## src/rtl/muldiv_controller_pkg.sv

```systemverilog
// Shared definitions for the HI/LO multiply/divide controller.
// Holds the operation codes, the FSM state encoding, the iteration count
// and the op-code type used by the interface and the controller.
package muldiv_controller_pkg;

  typedef logic [2:0] op_t;

  localparam op_t OP_MULT  = 3'd0;
  localparam op_t OP_MULTU = 3'd1;
  localparam op_t OP_DIV   = 3'd2;
  localparam op_t OP_DIVU  = 3'd3;
  localparam op_t OP_MTHI  = 3'd4;
  localparam op_t OP_MTLO  = 3'd5;

  localparam int MD_ITERS = 32;

  typedef enum logic [1:0] {
    MD_IDLE = 2'd0,
    MD_RUN  = 2'd1,
    MD_DONE = 2'd2
  } md_state_t;

endpackage

```

## src/rtl/muldiv_controller_if.sv

```systemverilog
// Pipeline <-> multiply/divide controller bus.
//   master : pipeline side (drives request, operands, flush, mf_req, hilo_q)
//   slave  : controller side (drives HI/LO write port, busy, stall)
interface muldiv_controller_if;

  logic                       start;
  muldiv_controller_pkg::op_t op;
  logic [31:0]                rs_val;
  logic [31:0]                rt_val;
  logic                       flush;
  logic                       mf_req;
  logic [63:0]                hilo_q;
  logic                       hilo_wr_en;
  logic [63:0]                hilo_wr_data;
  logic                       busy;
  logic                       stall;

  modport master (
    output start, op, rs_val, rt_val, flush, mf_req, hilo_q,
    input  hilo_wr_en, hilo_wr_data, busy, stall
  );

  modport slave (
    input  start, op, rs_val, rt_val, flush, mf_req, hilo_q,
    output hilo_wr_en, hilo_wr_data, busy, stall
  );

endinterface

```

## src/rtl/muldiv_step.sv

```systemverilog
// One combinational iteration of the multiply/divide datapath.
//   acc_in/acc_out : multiply -> 64-bit shift-add accumulator
//                    divide   -> partial remainder in acc[32:0]
//   quo_in/quo_out : divide   -> dividend bits shifting out, quotient bits in
//   opnd           : multiplicand (multiply) or divisor (divide)
//   is_div         : selects the restoring-divide step
module muldiv_step (
  input  logic [63:0] acc_in,
  input  logic [31:0] quo_in,
  input  logic [31:0] opnd,
  input  logic        is_div,
  output logic [63:0] acc_out,
  output logic [31:0] quo_out
);

  always_comb begin
    logic [32:0] sum;
    logic [32:0] rem_sh;
    logic [32:0] diff;
    sum     = '0;
    rem_sh  = '0;
    diff    = '0;
    acc_out = acc_in;
    quo_out = quo_in;
    if (is_div) begin
      // Remainder is always below the divisor, so the shifted value fits in
      // 33 bits and bit 32 of the difference is a reliable borrow flag.
      rem_sh = {acc_in[31:0], quo_in[31]};
      diff   = rem_sh - {1'b0, opnd};
      if (diff[32]) begin
        acc_out = {31'd0, rem_sh};
        quo_out = {quo_in[30:0], 1'b0};
      end else begin
        acc_out = {31'd0, diff};
        quo_out = {quo_in[30:0], 1'b1};
      end
    end else begin
      // Multiplier sits in the low half and is consumed LSB first.
      sum     = {1'b0, acc_in[63:32]} + (acc_in[0] ? {1'b0, opnd} : 33'd0);
      acc_out = {sum, acc_in[31:1]};
    end
  end

endmodule

```

## src/rtl/muldiv_controller.sv

```systemverilog
// HI/LO sequencing controller for the execute stage.
// Runs 32-iteration shift-add multiplies and restoring divides on operand
// magnitudes, fixes up signs in DONE, and issues one HI/LO write per
// completed operation. MTHI/MTLO write combinationally from IDLE.
//   clk_cpu : CPU clock
//   reset   : asynchronous, active-high; returns the FSM to IDLE
//   bus     : slave side of muldiv_controller_if
module muldiv_controller import muldiv_controller_pkg::*; (
  input  logic           clk_cpu,
  input  logic           reset,
  muldiv_controller_if.slave bus
);

  function automatic logic [31:0] neg32(input logic signed [31:0] v);
    return 32'(-v);
  endfunction

  function automatic logic [63:0] neg64(input logic signed [63:0] v);
    return 64'(-v);
  endfunction

  function automatic logic [31:0] mag32(input logic signed [31:0] v, input logic is_signed);
    return (is_signed && v[31]) ? neg32(v) : v;
  endfunction

  md_state_t   state;
  logic [4:0]  cnt;
  logic        is_div_q;
  logic        neg_a_q;
  logic        neg_b_q;
  logic        dz_q;
  logic [31:0] rs_q;
  logic [31:0] opnd_q;
  logic [31:0] quo_q;
  logic [63:0] acc_q;
  logic [63:0] acc_nx;
  logic [31:0] quo_nx;
  logic [63:0] result;

  // A flush in the same cycle as a start cancels the request.
  logic req_md;
  logic req_mt;
  logic op_signed;
  assign req_md    = bus.start & ~bus.flush & (bus.op <= OP_DIVU);
  assign req_mt    = bus.start & ~bus.flush & ((bus.op == OP_MTHI) | (bus.op == OP_MTLO));
  assign op_signed = (bus.op == OP_MULT) | (bus.op == OP_DIV);

  muldiv_step u_step (
    .acc_in  (acc_q),
    .quo_in  (quo_q),
    .opnd    (opnd_q),
    .is_div  (is_div_q),
    .acc_out (acc_nx),
    .quo_out (quo_nx)
  );

  always_ff @(posedge clk_cpu or posedge reset) begin
    if (reset) begin
      state <= MD_IDLE;
      cnt   <= '0;
    end else begin
      case (state)
        MD_IDLE: if (req_md) begin
          state <= MD_RUN;
          cnt   <= '0;
        end
        MD_RUN: if (bus.flush) begin
          state <= MD_IDLE;
        end else begin
          cnt <= cnt + 5'd1;
          if (cnt == 5'(MD_ITERS - 1)) state <= MD_DONE;
        end
        default: state <= MD_IDLE;
      endcase
    end
  end

  always_ff @(posedge clk_cpu) begin
    if (state == MD_IDLE && req_md) begin
      is_div_q <= bus.op[1];
      neg_a_q  <= op_signed & bus.rs_val[31];
      neg_b_q  <= op_signed & bus.rt_val[31];
      dz_q     <= (bus.rt_val == 32'd0);
      rs_q     <= bus.rs_val;
      if (bus.op[1]) begin
        acc_q  <= '0;
        quo_q  <= mag32(bus.rs_val, op_signed);
        opnd_q <= mag32(bus.rt_val, op_signed);
      end else begin
        acc_q  <= {32'd0, mag32(bus.rt_val, op_signed)};
        quo_q  <= '0;
        opnd_q <= mag32(bus.rs_val, op_signed);
      end
    end else if (state == MD_RUN) begin
      acc_q <= acc_nx;
      quo_q <= quo_nx;
    end
  end

  // Sign fix-up. Neg flags are only set for signed ops, so unsigned ops
  // pass straight through. The 0x80000000 / -1 case wraps naturally.
  always_comb begin
    logic [31:0] q;
    logic [31:0] r;
    q = (neg_a_q ^ neg_b_q) ? neg32(quo_q) : quo_q;
    r = neg_a_q ? neg32(acc_q[31:0]) : acc_q[31:0];
    if (!is_div_q)  result = (neg_a_q ^ neg_b_q) ? neg64(acc_q) : acc_q;
    else if (dz_q)  result = {rs_q, 32'hFFFF_FFFF};
    else            result = {r, q};
  end

  always_comb begin
    bus.hilo_wr_en   = 1'b0;
    bus.hilo_wr_data = '0;
    if (state == MD_IDLE && req_mt) begin
      bus.hilo_wr_en   = 1'b1;
      bus.hilo_wr_data = (bus.op == OP_MTHI) ? {bus.rs_val, bus.hilo_q[31:0]}
                                             : {bus.hilo_q[63:32], bus.rs_val};
    end else if (state == MD_DONE && !bus.flush) begin
      bus.hilo_wr_en   = 1'b1;
      bus.hilo_wr_data = result;
    end
  end

  assign bus.busy  = (state != MD_IDLE);
  assign bus.stall = bus.busy & (bus.start | bus.mf_req);

endmodule
```

## src/flat_wrapper.sv

```systemverilog
// flat-port wrapper written by rule: the top's interface ports become plain ports
module muldiv_controller_flat import muldiv_controller_pkg::*;
  (clk_cpu, reset, bus_start, bus_op, bus_rs_val, bus_rt_val, bus_flush, bus_mf_req, bus_hilo_q, bus_hilo_wr_en, bus_hilo_wr_data, bus_busy, bus_stall);
  muldiv_controller_if bus_i ();
  input  logic clk_cpu;
  input  logic reset;
  input wire logic [$bits(bus_i.start)-1:0] bus_start;
  input wire logic [$bits(bus_i.op)-1:0] bus_op;
  input wire logic [$bits(bus_i.rs_val)-1:0] bus_rs_val;
  input wire logic [$bits(bus_i.rt_val)-1:0] bus_rt_val;
  input wire logic [$bits(bus_i.flush)-1:0] bus_flush;
  input wire logic [$bits(bus_i.mf_req)-1:0] bus_mf_req;
  input wire logic [$bits(bus_i.hilo_q)-1:0] bus_hilo_q;
  output wire logic [$bits(bus_i.hilo_wr_en)-1:0] bus_hilo_wr_en;
  output wire logic [$bits(bus_i.hilo_wr_data)-1:0] bus_hilo_wr_data;
  output wire logic [$bits(bus_i.busy)-1:0] bus_busy;
  output wire logic [$bits(bus_i.stall)-1:0] bus_stall;
  assign bus_i.start = bus_start;
  assign bus_i.op = bus_op;
  assign bus_i.rs_val = bus_rs_val;
  assign bus_i.rt_val = bus_rt_val;
  assign bus_i.flush = bus_flush;
  assign bus_i.mf_req = bus_mf_req;
  assign bus_i.hilo_q = bus_hilo_q;
  assign bus_hilo_wr_en = bus_i.hilo_wr_en;
  assign bus_hilo_wr_data = bus_i.hilo_wr_data;
  assign bus_busy = bus_i.busy;
  assign bus_stall = bus_i.stall;
  muldiv_controller u_core (.clk_cpu(clk_cpu), .reset(reset), .bus(bus_i));
endmodule
```

## config.mk

```make
export PLATFORM = sky130hd
export DESIGN_NAME = muldiv_controller_flat
export DESIGN_NICKNAME = d
export VERILOG_FILES = /design/src/rtl/muldiv_controller_pkg.sv /design/src/rtl/muldiv_controller_if.sv /design/src/rtl/muldiv_step.sv /design/src/rtl/muldiv_controller.sv /design/src/flat_wrapper.sv
export SDC_FILE = /design/constraint.sdc
export NUM_CORES = 1
export LEC_CHECK = 0
export ABC_AREA = 1
export CAP_MARGIN = 20
export CELL_PAD_IN_SITES_DETAIL_PLACEMENT = 1
export CELL_PAD_IN_SITES_GLOBAL_PLACEMENT = 2
export CORE_MARGIN = 5
export CORE_UTILIZATION = 32
export CTS_CLUSTER_SIZE = 8
export DETAILED_ROUTE_END_ITERATION = 12
export GPL_ROUTABILITY_DRIVEN = 0
export GPL_TIMING_DRIVEN = 0
export HOLD_SLACK_MARGIN = 0.05
export PLACE_DENSITY = 0.93
export SETUP_SLACK_MARGIN = 0.5
export SLEW_MARGIN = 10
export SYNTH_ARGS = -nofsm -noshare
export SYNTH_HDL_FRONTEND = slang
export SYNTH_HIERARCHICAL = 1
export SYNTH_SLANG_ARGS = --single-unit
```

## constraint.sdc

```tcl
create_clock -name clk_cpu -period 4.9 [get_ports clk_cpu]
set_input_delay 0.98 -clock clk_cpu [delete_from_list [all_inputs] [get_ports clk_cpu]]
set_output_delay 0.98 -clock clk_cpu [all_outputs]
set_load 0.01 [all_outputs]
```

# After elaboration in Yosys (flattened, before gate mapping)
# Index checks and enable logic that the tools add are counted.
[classes] addsub=8 order_cmp=1 eq_ne=9 muxes=31 bitwise=11 reduce_logical=16
[ops] op="$mux 64" n=9
[ops] op="$mux 32" n=11
[ops] op="$neg 32->32" n=4
[ops] op="$neg 64->64" n=1
[ops] op="$add 32x32->33" n=1
[ops] op="$mux 33" n=1
[ops] op="$sub 33x32->33" n=1
[ops] op="$logic_not 32->1" n=1
[ops] op="$mux 5" n=2
[ops] op="$pmux 5 s2" n=1
[ops] op="$reduce_bool 2->1" n=4
[ops] op="$and 1x1->1" n=6
[ops] op="$eq 3x3->1 const B" n=2
[ops] op="$mux 2" n=3
[ops] op="$add 5x1->5 const B" n=1
[ops] op="$eq 5x5->1 const B" n=1
[ops] op="$logic_and 1x1->1" n=5
[ops] op="$pmux 2 s2" n=1
[ops] op="$reduce_and 2->1" n=2
[ops] op="$eq 3x2->1 const B" n=1
[ops] op="$le 3x2->1 const B" n=1
[ops] op="$logic_not 3->1" n=1
[ops] op="$mux 1" n=3
[ops] op="$ne 3x2->1 const B" n=1
[ops] op="10 further kinds" n=12
[totals] ff_bits=171 in_bits=136 out_inout_bits=67 elab_cells=86

# Logic depth before layout (Yosys ltp)
[depth] ltp_word=6 ltp_mapped=22 mapped_depth_nobuf=19

# By module
# The synthesis kept the hierarchy.
[modules_own_cells] mod="muldiv_controller" instances=1 cells_each=2106 area_each_um2=14375.0 seq_area_each_um2=5099.9
[modules_own_cells] mod="muldiv_step" instances=1 cells_each=1268 area_each_um2=6030.8 seq_area_each_um2=0.0

# Worst setup path before layout
# No wires, ideal clock.
[synth_path] path_type="input port to flip-flop" from="input port bus_start" to="register u_core.acc_q[0], enable pin" setup_time_ns=0.898 t_arrival_ns=3.360 slack_ns=0.642 cell_stages=6 cell_sequence="inv_1 -> nor2_1 -> nand3_2 -> buf_2 -> clkbuf_1 -> nand2_1"
[synth_between] elab_chain_cells=4
[synth_lines] item="start: declaration" line_no="flat_wrapper.sv:7" source="input wire logic [$bits(bus_i.start)-1:0] bus_start;"
[synth_lines] item="$and 1x1->1 (2 in a row)" line_no="muldiv_controller.sv:44" source="assign req_md = bus.start & ~bus.flush & (bus.op <= OP_DIVU);"
[synth_lines] item="$logic_and 1x1->1" line_no="muldiv_controller.sv:79" source="if (state == MD_IDLE && req_md) begin"
[synth_lines] item="$reduce_bool 2->1 (no line)"
[synth_lines] item="end signal: assignment" line_no="muldiv_controller.sv:90" source="acc_q <= {32'd0, mag32(bus.rt_val, op_signed)};"
[synth_lines] item="end signal: assignment" line_no="muldiv_controller.sv:95" source="acc_q <= acc_nx;"
[synth_lines] item="end: declaration" line_no="muldiv_controller.sv:35" source="logic [63:0] acc_q;"
# No other way between the ends.
# A chain may end at the register's enable or synchronous reset.

# Worst setup path in the final report
[layout_path] from="register u_core.neg_a_q" to="output port bus_hilo_wr_data[9]"
[layout_between] elab_chain_cells=6 elab_cells_between_ends=7
[layout_lines] item="start: declaration" line_no="muldiv_controller.sv:29" source="logic neg_a_q;"
[layout_lines] item="start signal: assignment" line_no="muldiv_controller.sv:81" source="neg_a_q <= op_signed & bus.rs_val[31];"
[layout_lines] item="$xor 1x1->1 *" line_no="muldiv_controller.sv:105, muldiv_controller.sv:107"
[layout_lines] item="$mux 32" line_no="muldiv_controller.sv:105" source="q = (neg_a_q ^ neg_b_q) ? neg32(quo_q) : quo_q;"
[layout_lines] item="$mux 64" line_no="muldiv_controller.sv:108" source="else if (dz_q) result = {rs_q, 32'hFFFF_FFFF};"
[layout_lines] item="$mux 64 *" line_no="muldiv_controller.sv:107" source="if (!is_div_q) result = (neg_a_q ^ neg_b_q) ? neg64(acc_q) : acc_q;"
[layout_lines] item="$mux 64 *" line_no="muldiv_controller.sv:119" source="end else if (state == MD_DONE && !bus.flush) begin"
[layout_lines] item="$mux 64 *" line_no="muldiv_controller.sv:115" source="if (state == MD_IDLE && req_mt) begin"
[layout_lines] item="end: declaration" line_no="flat_wrapper.sv:15" source="output wire logic [$bits(bus_i.hilo_wr_data)-1:0] bus_hilo_wr_data;"
# Every way passes the cells marked *; elsewhere a longest branch is shown, timed or not.

==> impl_metrics.json <==
{
  "synth_top_cells_by_area": "edfxtp_1, nand2_1, inv_1, nor2_1, o21ai_0",
  "synth_top_area_share_pct": 24.1,
  "ys_async_sr_fraction_pct": 4.09,
  "dr.pass1.iters": 6,
  "cts.hold.buffers_added": 0,
  "min_to": "u_core/cnt[4]",
  "grt_pass1_wl_um": 161000,
  "min_period_over_period_pct": 91.3,
  "design_area_um2": 24900,
  "drt_first_iter_violations": 3000,
  "grt_antenna_before_repair": 6,
  "row_count": 92,
  "whs_ns": 0.489,
  "track_usage_pct": 31.0,
  "grt_pass1_vias": 24600,
  "worstSkewPairLatency_ns": 0.49,
  "gr-total-overflow": 0,
  "grt_max_degree": 51,
  "syn_nets": 3584,
  "outcome": "finished, final reports clean",
  "synth-edff-count": 164,
  "ys_seq_area_share_pct": 25.0,
  "synth_warnings": 6,
  "critPathRequiredTime_ns": 3.92,
  "power.density_nw_per_um2": 224,
  "syn_inst": 3374,
  "fin_worst_skew_ns": 0.0191,
  "fin_util_pct": 39.4,
  "synthesis.area_um2": 20400,
  "yosys.area.top_type": "edfxtp_1",
  "finalSetupViolCount": 0,
  "worstHoldPathCells": 2,
  "fin_crit_ns": 4.48,
  "synthToLayoutAreaGrowth_pct": 21.9,
  "clockBufferDepth": 2,
  "worstRegToRegCells": 22,
  "ant_nets": 0,
  "yosysMostFrequentCell": "nand2_1",
  "ys_ff_latch": 171,
  "slew_headroom_pct": 29.1,
  "hpwl_um": 93500,
  "drive_gt1_share_pct": 8.97,
  "hp-class": "flip-flop to flip-flop",
  "power_mw": 5.57,
  "clk_pin_slew_ns": 0.08,
  "drv_cap": 0,
  "ys.flop_type": "edfxtp_1",
  "drt_wl_total_um": 113000,
  "regToRegSetupSlack_ns": 0.71,
  "holdCritStartpoint": "u_core/cnt[4]",
  "die_area_um2": 68900,
  "reg2reg_from": "u_core/acc_q[0]",
  "tightest_slew_ns": 1.06,
  "leakagePower_nw": 11.5,
  "critPathArrivalTime_ns": 3.50,
  "startpoint": "u_core/neg_a_q",
  "ios": 203,
  "maxSlewViolCount": 0,
  "coreArea_um2": 63100,
  "chipWidth_um": 263,
  "rsz0062_at_grt": "true",
  "max_freq_mhz": 223,
  "placed_area_um2": 23600,
  "netlist_top_cells_count": "nand2_1, inv_1, nor2_1",
  "reg2reg_to": "u_core/acc_q[8]",
  "cts_tree": "done",
  "nNetsFinal": 3865,
  "initial_utilization_pct": 32.3,
  "cp_max_fo": 10,
  "cts_root_buf": "clkbuf_16",
  "worst-setup-path-type": "flip-flop to primary output",
  "vdd.ir_drop.worst_v": 0.000235,
  "hold_viol_final": 0,
  "vias": 25500,
  "drc": 0,
  "crit_path_end_kind": "primary output",
  "ys_types": 62,
  "io_buffers": 202,
  "syn_area_per_cell_um2": 6.05,
  "avgRoutedWirePerCell_um": 25.1,
  "cts_made_buffers": 17,
  "cts-htree-levels": 4,
  "cp-start-kind": "flip-flop",
  "drt-vias-per-instance": 5.64,
  "cts_sinks": 171,
  "n_fill_cell": 8495,
  "die_y_um": 263
}
==> registers in the layout, summed over array words and instances, names as in the netlist <==
signal and cells:
u_core/neg_a_q 1, u_core/cnt 5, u_core/opnd_q 32, u_core/neg_b_q 1, u_core/acc_q 64, u_core/state 2
u_core/rs_q 32, u_core/dz_q 1, u_core/quo_q 32, u_core/is_div_q 1
==> worst max-delay path by stage <==
stage,slack [ns],endpoint,cells after the start
after floorplan,0.64,u_core/acc_q[0],6
after global placement,-1.90,u_core/acc_q[60],6
after detailed placement,-0.32,bus_hilo_wr_data[49],9
after CTS,0.51,bus_hilo_wr_data[41],11
after global routing,0.44,bus_hilo_wr_data[63],13
final,0.42,bus_hilo_wr_data[9],10
==> what timing repair did <==
action                     in CTS  in global routing
gates cloned                    0                  1
gates resized for setup        60                 61
setup endpoints to repair      95                 71
pin swaps                       4                  6
setup buffers                  17                 39
==> layout by cell type (no fill, tap or decap), drive strengths merged, types with 89 or more instances in the layout <==
master / count
a21oi: 236
buf: 103
clkbuf: 89
clkdlybuf4s50: 198
edfxtp: 164
inv: 460
nand2: 1018
nand3: 287
nor2: 446
o21ai: 324
==> critical path, cell delays in order, from the launching register on <==
cell,delay (ns)
edfxtp_1,0.39
buf_6,0.18
inv_8,0.11
nand2_8,0.06
nand2_8,0.10
clkbuf_1,0.57
nor2_1,0.14
o21ai_0,0.51
nand3_1,0.25
nand2_1,0.11
clkdlybuf4s50_1,0.55
==> stage by stage <==
step / instances / setup slack, ns / setup TNS (ns)
detailed placement: 4425 / -0.320 / -3.46
global placement: 4422 / -1.90 / -301.57
finish: 4516 / 0.424 / 0
global route: 4514 / 0.443 / 0
floorplan: 3374 / 0.642 / 0
CTS: 4474 / 0.505 / 0
==> kinds of logic after synthesis <==
family / count (synthesis) / synth area share, %
adders and majority gates: 74 / 4.61
and+or+nand+nor: 1851 / 39.1
buffers and inverters: 565 / 11.0
AOI/OAI and AO/OA: 629 / 16.6
xor gates and xnor gates: 78 / 3.38
muxes: 6 / 0.294
DFF: 171 / 25.0
==> layer usage <==
layer	vias up	global-route usage, %	wire length (um)
li1	11600	-	-
met1	12200	40.7	45500
met2	1392	47.2	48000
met3	275	9.55	13700
met4	4	13.3	5840
met5	-	0	28
==> layout make-up <==
type                       instances  area [um^2]  share of cell area (%)
timing repair buffer             261         2520                    10.1
inverter                         451         1710                    6.87
clock inverter                    13          120                   0.483
antenna                            2         5.00                  0.0201
multi-input combinational       2639        13300                    53.6
clock buffer                      19          433                    1.74
tap                              846         1060                    4.25
sequential                       171         5100                    20.5
buffer                           114          597                    2.40
==> power breakdown <==
| group | switching (mW) | internal [mW] |
|---|---|---|
| sequential | 0.192 | 1.76 |
| combinational | 1.52 | 0.728 |
| clock | 0.694 | 0.673 |
Power figures use the tool's default switching activity.
